--- config.mk ---
export PLATFORM = sky130hd
export DESIGN_NAME = minx_bus_arbiter
export DESIGN_NICKNAME = d
export VERILOG_FILES = /design/src/rtl/minx_bus_pkg.sv /design/src/rtl/minx_arb_pick.sv /design/src/rtl/minx_bus_arbiter.sv
export SDC_FILE = /design/constraint.sdc
export NUM_CORES = 1
export LEC_CHECK = 0
export CORE_MARGIN = 2
export CORE_UTILIZATION = 29
export DETAILED_ROUTE_END_ITERATION = 12
export PLACE_DENSITY = 0.87
export SETUP_SLACK_MARGIN = 0.5
export SYNTH_ARGS = -nofsm -noshare
export SYNTH_HDL_FRONTEND = slang
export SYNTH_SLANG_ARGS = --single-unit
--- constraint.sdc ---
create_clock -name clk -period 2 [get_ports clk]
set_input_delay 0.2 -clock clk [delete_from_list [all_inputs] [get_ports clk]]
set_output_delay 0.2 -clock clk [all_outputs]
set_load 0.02 [all_outputs]
--- src/rtl/minx_bus_pkg.sv ---
// Shared definitions for the MINX bus arbiter: arbiter states, bus status
// codes and the default on-chip register window.
package minx_bus_pkg;

  // Arbiter sequencing: CPU owns the bus, CPU asked to let go, a DMA master
  // owns the bus, and bus being handed back while the CPU drops its ack.
  typedef enum logic [1:0] {
    CPU_OWN = 2'd0,
    REQ_CPU = 2'd1,
    GRANTED = 2'd2,
    RELEASE = 2'd3
  } arb_state_e;

  // Bus status codes carried on m_status / bus_status.
  localparam logic [1:0] BUS_IDLE  = 2'b00;
  localparam logic [1:0] MEM_READ  = 2'b01;
  localparam logic [1:0] MEM_WRITE = 2'b10;
  localparam logic [1:0] BUS_OTHER = 2'b11;

  // Default inclusive window decoded as on-chip registers.
  localparam logic [23:0] REG_BASE_DEFAULT = 24'h002000;
  localparam logic [23:0] REG_LAST_DEFAULT = 24'h0020FF;

endpackage

--- src/rtl/minx_arb_pick.sv ---
// Winner selection among DMA masters 1..N-1. Fixed mode returns the lowest
// requesting index; round-robin mode returns the first requester at or above
// ptr, wrapping back to the lowest requester when none is found above it.
module minx_arb_pick
  import minx_bus_pkg::*;
#(
  parameter int NUM_MASTERS = 3,
  localparam int IDX_W = $clog2(NUM_MASTERS)
) (
  input  logic [NUM_MASTERS-2:0] req,
  input  logic [IDX_W-1:0]       ptr,
  input  logic                   rr_mode,
  output logic [IDX_W-1:0]       idx,
  output logic                   valid
);

  logic [IDX_W-1:0] lo_idx;
  logic             lo_hit;
  logic [IDX_W-1:0] hi_idx;
  logic             hi_hit;

  // Scan downward so the last hit is the lowest index; track the lowest
  // requester overall and the lowest requester at or above the pointer.
  always_comb begin
    lo_idx = '0;
    lo_hit = 1'b0;
    hi_idx = '0;
    hi_hit = 1'b0;
    for (int i = NUM_MASTERS - 1; i >= 1; i--) begin
      if (req[i-1]) begin
        lo_idx = IDX_W'(i);
        lo_hit = 1'b1;
        if (IDX_W'(i) >= ptr) begin
          hi_idx = IDX_W'(i);
          hi_hit = 1'b1;
        end
      end
    end
    idx   = (rr_mode && hi_hit) ? hi_idx : lo_idx;
    valid = lo_hit;
  end

endmodule

--- src/rtl/minx_bus_arbiter.sv ---
// MINX bus arbiter: the CPU (master 0) owns the bus by default; DMA masters
// obtain it through a request/ack handshake with the CPU, and the selected
// owner's bus signals are muxed onto the shared bus.
module minx_bus_arbiter
  import minx_bus_pkg::*;
#(
  parameter int                NUM_MASTERS = 3,
  parameter int                ADDR_W      = 24,
  parameter int                DATA_W      = 8,
  parameter int                RR_MODE     = 0,
  parameter logic [ADDR_W-1:0] REG_BASE    = ADDR_W'(REG_BASE_DEFAULT),
  parameter logic [ADDR_W-1:0] REG_LAST    = ADDR_W'(REG_LAST_DEFAULT),
  parameter int                MAX_HOLD    = 1024,
  localparam int               IDX_W       = $clog2(NUM_MASTERS)
) (
  input  logic                          clk,
  input  logic                          rst_n,
  input  logic [NUM_MASTERS-2:0]        dma_req,
  output logic [NUM_MASTERS-2:0]        dma_grant,
  output logic                          cpu_bus_request,
  input  logic                          cpu_bus_ack,
  input  logic [NUM_MASTERS*ADDR_W-1:0] m_addr,
  input  logic [NUM_MASTERS*DATA_W-1:0] m_wdata,
  input  logic [NUM_MASTERS-1:0]        m_read,
  input  logic [NUM_MASTERS-1:0]        m_write,
  input  logic [NUM_MASTERS*2-1:0]      m_status,
  output logic [ADDR_W-1:0]             bus_addr,
  output logic [DATA_W-1:0]             bus_wdata,
  output logic                          bus_read,
  output logic                          bus_write,
  output logic [1:0]                    bus_status,
  input  logic [DATA_W-1:0]             ext_rdata,
  input  logic [DATA_W-1:0]             reg_rdata,
  output logic [DATA_W-1:0]             m_rdata,
  output logic [IDX_W-1:0]              owner,
  output logic                          hold_timeout
);

  // Hold counter counts completed grant cycles; the flag is armed one cycle
  // early so that it is visible during the MAX_HOLD-th cycle of a grant.
  localparam int               HOLD_W    = $clog2(MAX_HOLD + 1);
  localparam logic [HOLD_W-1:0] HOLD_SAT  = HOLD_W'(MAX_HOLD);
  localparam logic [HOLD_W-1:0] HOLD_TRIP = HOLD_W'(MAX_HOLD - 2);

  arb_state_e              state_q, state_d;
  logic [NUM_MASTERS-2:0]  grant_q, grant_d;
  logic                    cpu_req_q, cpu_req_d;
  logic [IDX_W-1:0]        owner_q, owner_d;
  logic [IDX_W-1:0]        ptr_q, ptr_d;
  logic [HOLD_W-1:0]       hold_q, hold_d;
  logic                    timeout_q, timeout_d;

  logic [IDX_W-1:0]        pick_idx;
  logic                    pick_valid;
  logic [NUM_MASTERS-2:0]  win_onehot;
  logic [IDX_W-1:0]        ptr_after_win;
  logic                    any_req;
  logic                    owner_req;
  logic                    latch_win;

  logic [ADDR_W-1:0]       addr_arr  [NUM_MASTERS];
  logic [DATA_W-1:0]       wdata_arr [NUM_MASTERS];
  logic [1:0]              status_arr[NUM_MASTERS];
  logic                    in_reg_win;

  minx_arb_pick #(
    .NUM_MASTERS (NUM_MASTERS)
  ) u_pick (
    .req     (dma_req),
    .ptr     (ptr_q),
    .rr_mode (RR_MODE != 0),
    .idx     (pick_idx),
    .valid   (pick_valid)
  );

  // Unpack the flattened per-master buses and build the winner's one-hot grant.
  for (genvar gi = 0; gi < NUM_MASTERS; gi++) begin : g_unpack
    assign addr_arr[gi]   = m_addr[gi*ADDR_W +: ADDR_W];
    assign wdata_arr[gi]  = m_wdata[gi*DATA_W +: DATA_W];
    assign status_arr[gi] = m_status[gi*2 +: 2];
  end

  for (genvar gi = 0; gi < NUM_MASTERS - 1; gi++) begin : g_onehot
    assign win_onehot[gi] = (pick_idx == IDX_W'(gi + 1));
  end

  assign any_req       = |dma_req;
  assign owner_req     = |(dma_req & grant_q);
  assign ptr_after_win = (pick_idx == IDX_W'(NUM_MASTERS - 1)) ? IDX_W'(1)
                                                               : pick_idx + IDX_W'(1);

  // Next-state logic for the handshake sequencer, grant, pointer and hold timer.
  always_comb begin
    state_d   = state_q;
    grant_d   = grant_q;
    cpu_req_d = cpu_req_q;
    owner_d   = owner_q;
    ptr_d     = ptr_q;
    hold_d    = hold_q;
    timeout_d = timeout_q;
    latch_win = 1'b0;

    case (state_q)
      CPU_OWN: begin
        if (any_req) begin
          state_d   = REQ_CPU;
          cpu_req_d = 1'b1;
        end
      end
      REQ_CPU: begin
        // Requests vanishing before the ack abort the hand-over.
        if (!any_req) begin
          state_d   = RELEASE;
          cpu_req_d = 1'b0;
        end else if (cpu_bus_ack && pick_valid) begin
          latch_win = 1'b1;
        end
      end
      GRANTED: begin
        // No preemption: the owner keeps the bus while it keeps requesting;
        // the CPU ack is deliberately not looked at here.
        if (owner_req) begin
          if (hold_q != HOLD_SAT) begin
            hold_d = hold_q + HOLD_W'(1);
          end
          if (hold_q >= HOLD_TRIP) begin
            timeout_d = 1'b1;
          end
        end else if (pick_valid) begin
          latch_win = 1'b1;
        end else begin
          state_d   = RELEASE;
          grant_d   = '0;
          owner_d   = '0;
          cpu_req_d = 1'b0;
        end
      end
      RELEASE: begin
        if (!cpu_bus_ack) begin
          state_d = CPU_OWN;
        end
      end
      default: begin
        state_d   = CPU_OWN;
        grant_d   = '0;
        owner_d   = '0;
        cpu_req_d = 1'b0;
      end
    endcase

    if (latch_win) begin
      state_d = GRANTED;
      grant_d = win_onehot;
      owner_d = pick_idx;
      ptr_d   = ptr_after_win;
      hold_d  = '0;
    end
  end

  // State and registered outputs; reset hands the bus straight back to the CPU.
  always_ff @(posedge clk or negedge rst_n) begin
    if (!rst_n) begin
      state_q   <= CPU_OWN;
      grant_q   <= '0;
      cpu_req_q <= 1'b0;
      owner_q   <= '0;
      ptr_q     <= IDX_W'(1);
      hold_q    <= '0;
      timeout_q <= 1'b0;
    end else begin
      state_q   <= state_d;
      grant_q   <= grant_d;
      cpu_req_q <= cpu_req_d;
      owner_q   <= owner_d;
      ptr_q     <= ptr_d;
      hold_q    <= hold_d;
      timeout_q <= timeout_d;
    end
  end

  // Shared bus follows the owner; reads inside the register window return
  // on-chip register data, everything else returns external memory data.
  always_comb begin
    bus_addr   = addr_arr[owner_q];
    bus_wdata  = wdata_arr[owner_q];
    bus_read   = m_read[owner_q];
    bus_write  = m_write[owner_q];
    bus_status = status_arr[owner_q];
    in_reg_win = (bus_addr >= REG_BASE) && (bus_addr <= REG_LAST);
    m_rdata    = (bus_read && (bus_status == MEM_READ) && in_reg_win) ? reg_rdata
                                                                       : ext_rdata;
  end

  assign dma_grant       = grant_q;
  assign cpu_bus_request = cpu_req_q;
  assign owner           = owner_q;
  assign hold_timeout    = timeout_q;

endmodule

Yosys cells after proc, flatten, opt, wreduce, memory -nomap -nowiden
Index checks and enable logic that the tools add are counted.

storage, ports and cells
  bits of input ports = 129
  RAM bits = 0
  memories kept = 0
  latch bits = 0
  output and inout bits = 50
  ROM bits = 0
  register bits = 19
  word-level logic and storage cells = 92

cells by class
  div/mod/pow operators = 0
  multipliers = 0
  magnitude comparators = 5
  multiplexer cells = 44
  equality and inequality tests = 18
  bitwise logic cells = 2
  add/subtract/negate cells = 1
  reductions and logical operators = 16
  shift-type cells = 0

operators with widths
  operator                                                          number
  binary-select mux 24 bit (select 2 bit)                           1
  two-way mux 24 bit                                                2
  two-way mux 11 bit                                                4
  two-way mux 2 bit                                                 15
  >= comparator 24 x 14 -> 1 bit, second input constant             1
  less-or-equal comparator 24 x 14 -> 1 bit, second input constant  1
  two-way mux 8 bit                                                 3
  binary-select mux 8 bit (select 2 bit)                            1
  inequality test 3 bit, second input constant                      5
  two-way mux 1 bit                                                 12
  adder 11 x 1 -> 11 bit, second input constant                     1
  >= comparator 11 x 10 -> 1 bit, second input constant             1
  inequality test 11 bit, second input constant                     1
  AND reduction 5 bit                                               2
  AND reduction 3 bit                                               3
  inequality test 2 bit, second input constant                      4
  one-hot mux 2 bit (4 select lines)                                1
  equality test 2 x 1 -> 1 bit, second input constant               3
  equality test 2 bit, second input constant                        3
  nonzero test 2 bit                                                3
  binary-select mux 1 bit (select 2 bit)                            2
  binary-select mux 2 bit (select 2 bit)                            1
  logical AND 1 bit                                                 4
  inequality test 2 x 1 -> 1 bit, second input constant             2
  9 further kinds                                                   10

Depth between registers and ports, before layout
  depth in word-level cells = 8
  depth in mapped cells = 10
  depth with buffers taken out = 7

Hierarchy
A second synthesis with hierarchy kept.

unflattened totals
  cell total of the unflattened synthesis = 249
  area, all modules = 2134.5 um^2

by module, submodules not included
  module            cells each  area each (um^2)  seq. area each (um^2)  times used
  minx_bus_arbiter  244         2092.0            526.8                  1
  minx_arb_pick     5           42.5              0.0                    1

Least setup slack after synthesis
OpenSTA, ideal clock, no wires.

  kind = reg-to-output
  start = reg owner_q[1], in the netlist owner[1]
  end = out m_rdata[0]
  data arrival time = 2288 ps
  data required time = 1800 ps
  path slack = -488 ps
  cell stages (with the launch flop) = 10
  buffers on the path = 3
  cells stage by stage = dfrtp_1 -> buf_6 -> buf_12 -> mux2i_1 -> o2bb2ai_1 -> nor4_2 -> nand4_1 -> and4bb_1 -> buf_6 -> mux2_4

between the ends
  longest elaborated chain between the ends = 8
  elaborated cells between the ends (all ways) = 16
  those cells by class = order compare (2); eq/ne (1); mux (9); bitwise (1); reduce/logical (3)

RTL lines
  what                                                                                         RTL line                 RTL
  from (decl)                                                                                  minx_bus_arbiter.sv:48   logic [IDX_W-1:0] owner_q, owner_d;
  from (signal assigned)                                                                       minx_bus_arbiter.sv:174  owner_q <= owner_d;
  inverter 2 -> 3 bit (not written as such) *                                                  minx_bus_arbiter.sv:184  bus_addr = addr_arr[owner_q];
  binary-select mux 24 bit (select 2 bit) *                                                    minx_bus_arbiter.sv:184
  two-way mux 24 bit (not written as such) * (2 in a row)                                      minx_bus_arbiter.sv:184
  named net bus_addr[21]                                                                       minx_bus_arbiter.sv:27   output logic [ADDR_W-1:0] bus_addr,
  >= comparator 24 x 14 -> 1 bit or less-or-equal comparator 24 x 14 -> 1 bit (tied branches)  minx_bus_arbiter.sv:189  in_reg_win = (bus_addr >= REG_BASE) && (bus_addr <= REG_LAST);
  logical AND 1 bit *                                                                          minx_bus_arbiter.sv:189
  logical AND 1 bit *                                                                          minx_bus_arbiter.sv:190  m_rdata = (bus_read && (bus_status == MEM_READ) && in_reg_win) ? reg_rdata
  two-way mux 8 bit *                                                                          minx_bus_arbiter.sv:190
  to (decl)                                                                                    minx_bus_arbiter.sv:34   output logic [DATA_W-1:0] m_rdata,

The timed path passes the listed nets; every way through them passes the cells marked *. The select of a mux whose other input is x is not followed.

Worst setup path after layout
  start = reg owner_q[1], in the netlist owner[1]
  end = out m_rdata[4]

between the ends
  longest elaborated chain between the ends = 8
  elaborated cells between the ends (all ways) = 16
  those cells by class = order compare (2); eq/ne (1); mux (9); bitwise (1); reduce/logical (3)

RTL lines
  what                                                                                               RTL line
  inverter 2 -> 3 bit (not written as such)                                                          minx_bus_arbiter.sv:184, minx_bus_arbiter.sv:188
  binary-select mux 24 bit (select 2 bit) or binary-select mux 2 bit (select 2 bit) (tied branches)  minx_bus_arbiter.sv:184, minx_bus_arbiter.sv:188
  two-way mux 24 bit (not written as such) or two-way mux 2 bit (tied branches) (2 in a row)         minx_bus_arbiter.sv:184, minx_bus_arbiter.sv:188
  >= comparator 24 x 14 -> 1 bit, or another cell as far along                                       minx_bus_arbiter.sv:189
  logical AND 1 bit, on equally long branches                                                        minx_bus_arbiter.sv:189, minx_bus_arbiter.sv:190
  logical AND 1 bit *                                                                                minx_bus_arbiter.sv:190
  two-way mux 8 bit *                                                                                minx_bus_arbiter.sv:190

Mark *: on every way between the ends. The rest lies on a longest branch, timed or not. The select of a mux whose other input is x is not followed.

==> summary.txt <==
FF+latch count, synth: 19
Area growth syn-to-layout: 141%
# nets final: 611
Max-cap violation count: 0
Crit end category: output pin
Post-synth cell types: 38
Unrepaired setup endpoints after global routing: true
Slew Viols, Final: 0
Clock Sinks: 19
Pleak: 2.05 nW
Share of post-route cells with drive strength above 1: 0.395
Final hold violations: 0
Final core utilization: 0.723
Number of buffers created by CTS: 3
DRT antenna net count: 0
Iteration-0 DRC Markers: 71
Post-synth top flop: dfrtp_1
Required @ worst endpoint: 1800 ps
Met2 Usage GRT: 0.406
Post-Synth Adder-Cell Area: 0.0433
Post-detail-place hpwl: 7.66 mm
Largest buffer count on any clock path: 2
VDD IR-drop max: 0.659 mV
DRC: 0
Number of enable flip-flop cells after synthesis: 0
Tightest Hold Check Type: in2async
Vias in the first global route: 2658
Die area: 0.00766 sq mm
Reg2reg setup slack: 360 ps
Clock Skews: 6.44 ps
Fin worst setup slack: -800 ps
Largest family of logic cells by synthesized area: multiplexers
Fin crit share: 1.40
Initial antenna violation count: 0
Syn Std Cell Area: 0.00202 sq mm
Port bufs: 178
Run status: complete, but fails checks
Type of origin of the critical path: flip-flop
Syn Nets: 374
Ys async rst share: 1.00
CTS tree: done
Mean post-synth cell area: 8.50 sq um
First-pass GRT wire length: 13.5 mm
Io pins: 179
Sequential share of the synthesized area: 0.235
H-tree Lvls: 1
Most Crowded Layer GR: met2
Clock Latency Late Sink: 270 ps
CP max FO: 8
Failing checks: setup timing
Die Y: 87.5 um
First-pass DRT Iterations: 4
Arr. time, crit path: 2600 ps
Via count: 2891
Root Driver: clkbuf_8
Relative slew slack: 0.745
Complex-gate fraction of the synthesized area: 0.187
Ant. Diodes: 0
Fmax: 357 MHz
Cells after Synth: 238
Die extent in x: 87.5 um
# rows: 30
Crit path kind: reg2out
Synth Area in XOR/XNOR: 0.0303
Measured slew at the worst slew-check pin: 381 ps
Pwr Density: 1200 mW/mm^2
Final Instance Area: 0.00488 sq mm
GP Congestion: 0.937
Final setup fails: 20
Core Box Area: 0.00676 sq mm
Yosys warnings: 0
Met3 GRT Util: 0.0531
Multiplexer area fraction after synthesis: 0.247
Starting Density: 0.299
Met1 usage: 0.262
Largest net degree at the start of global routing: 25
Worst-path clk slew: 80 ps
Post-layout min period: 2800 ps
Via/cell ratio: 5.22
Total Routing Usage GR: 0.224
Routed len/inst: 18.5 um
Simple-Gate Fraction of Synth Area: 0.190
Total Wirelength: 10.3 mm
Cell Area, Placed: 0.00426 sq mm
Total congestion overflow: 0
## registers in the layout, summed over array words and instances (netlist names)
| signal | flops |
|---|---|
| hold_q | 11 |
| owner | 2 |
| cpu_bus_request | 1 |
| state_q | 2 |
| hold_timeout | 1 |
| dma_grant | 2 |
## cell type report
cell class / instances / area, sq um
clock buffer: 3 / 41.3
clock inverter: 1 / 5.00
fill: 479 / 1870
inverter: 7 / 26.3
multi-input combinational: 198 / 1840
sequential: 19 / 487
tap: 80 / 100
timing repair buffer: 246 / 2380
## routing by layer
layer / up-vias / wire length, um
met5: - / 0
met3: 39 / 732
met1: 1389 / 3770
li1: 1343 / -
met4: 0 / 349
met2: 120 / 5400
## metrics by stage
step | power, mW | setup TNS (ps) | setup WS, ps | hold slack (ps) | instances
final | 5.85 | -9620 | -800 | 265 | 554
after global routing | 6.17 | -12210 | -972 | 301 | 554
after CTS | 5.16 | -9750 | -770 | 284 | 530
after detailed placement | 4.81 | -8620 | -962 | 456 | 513
after global placement | 4.70 | -7310 | -840 | 454 | 513
after floorplan | 3.10 | -2930 | -367 | -95.6 | 238
## worst paths after layout
kind / from / endpoint / cells after the start
worst min-delay path: rst_n / dma_grant[1]$_DFFE_PN0P_ / 2
worst max register to register: state_q[0]$_DFFE_PN0P_ / hold_q[10]$_DFFE_PN0P_ / 6
max in group asynchronous: rst_n / hold_q[3]$_DFFE_PN0P_ / 2
worst min register to register: hold_timeout$_DFFE_PN0P_ / hold_timeout$_DFFE_PN0P_ / 1
min in group clk: hold_timeout$_DFFE_PN0P_ / hold_timeout$_DFFE_PN0P_ / 1
worst max-delay path: owner[1]$_DFFE_PN0P_ / m_rdata[4] / 9
## kinds of logic (layout without fill, tap and decap cells)
family          Yosys count  in the layout
xor+xnor                  7              7
compound gates           60             60
simple gates             78             78
mux                      46             46
buf+inv                  21            257
flops                    19             19
fa+ha+maj                 7              7
## layout by cell type, fill, tap and decap left out, drive strengths merged, types with 2 or more instances in the layout
master and instances:
mux2 8, nor4 6, o21a 4, or3 3, o2bb2ai 12, nor3 5, a21oi 4, clkdlybuf4s50 140
clkbuf 10, inv 7, buf 85, nor2 14, nand2 30, o21ai 34, dfrtp 19, nor2b 5
ha 7, nand3 4, nor3b 2, nand4 4, mux2i 38, a22oi 2, clkdlybuf4s15 5, dlygate4sd2 8
xnor2 6
## where the power goes
part / internal, mW / switching (mW) / leakage (nW)
logic: 2.55 / 2.39 / 1.79
clock network: 0.139 / 0.139 / 0.0255
registers: 0.495 / 0.138 / 0.235
total: 3.18 / 2.67 / 2.05
## repair_timing
item | 4_1_cts | 5_1_grt
setup buffers | 13 | 23
gates resized for setup | 101 | 108
endpoints found under the setup margin | 62 | 64
pin swaps | 12 | 27
hold buffers | 0 | 0
gates cloned | 0 | 1
## cells in the mapped netlist, types with 2 or more instances
| master | instances | area, sq um |
|---|---|---|
| a21oi_1 | 4 | 20.0 |
| mux2_4 | 8 | 120 |
| nor4_1 | 5 | 31.3 |
| o2bb2ai_1 | 11 | 96.3 |
| o21a_1 | 4 | 30.0 |
| o21ai_0 | 8 | 40.0 |
| buf_6 | 4 | 45.0 |
| dfrtp_1 | 19 | 475 |
| xnor2_1 | 6 | 52.6 |
| ha_1 | 7 | 87.6 |
| nor3b_1 | 2 | 15.0 |
| nand4_1 | 4 | 25.0 |
| nor2b_1 | 5 | 31.3 |
| o21ai_1 | 26 | 130 |
| clkbuf_1 | 4 | 15.0 |
| a22oi_1 | 2 | 15.0 |
| nand3_1 | 4 | 20.0 |
| nor3_1 | 5 | 25.0 |
| nor2_1 | 14 | 52.6 |
| or3_1 | 3 | 18.8 |
| inv_1 | 7 | 26.3 |
| mux2i_1 | 38 | 380 |
| nand2_1 | 30 | 113 |
| buf_2 | 4 | 20.0 |
## worst max-delay path, stage by stage (launching register included)
cell and delay (ps):
dfrtp_2 490, buf_6 150, mux2i_1 260, o2bb2ai_2 110, nor4_2 300, nand4_1 110
and4bb_1 330, buf_12 150, mux2_4 310, buf_6 130
Note: power is estimated with default switching activity, not from simulation.
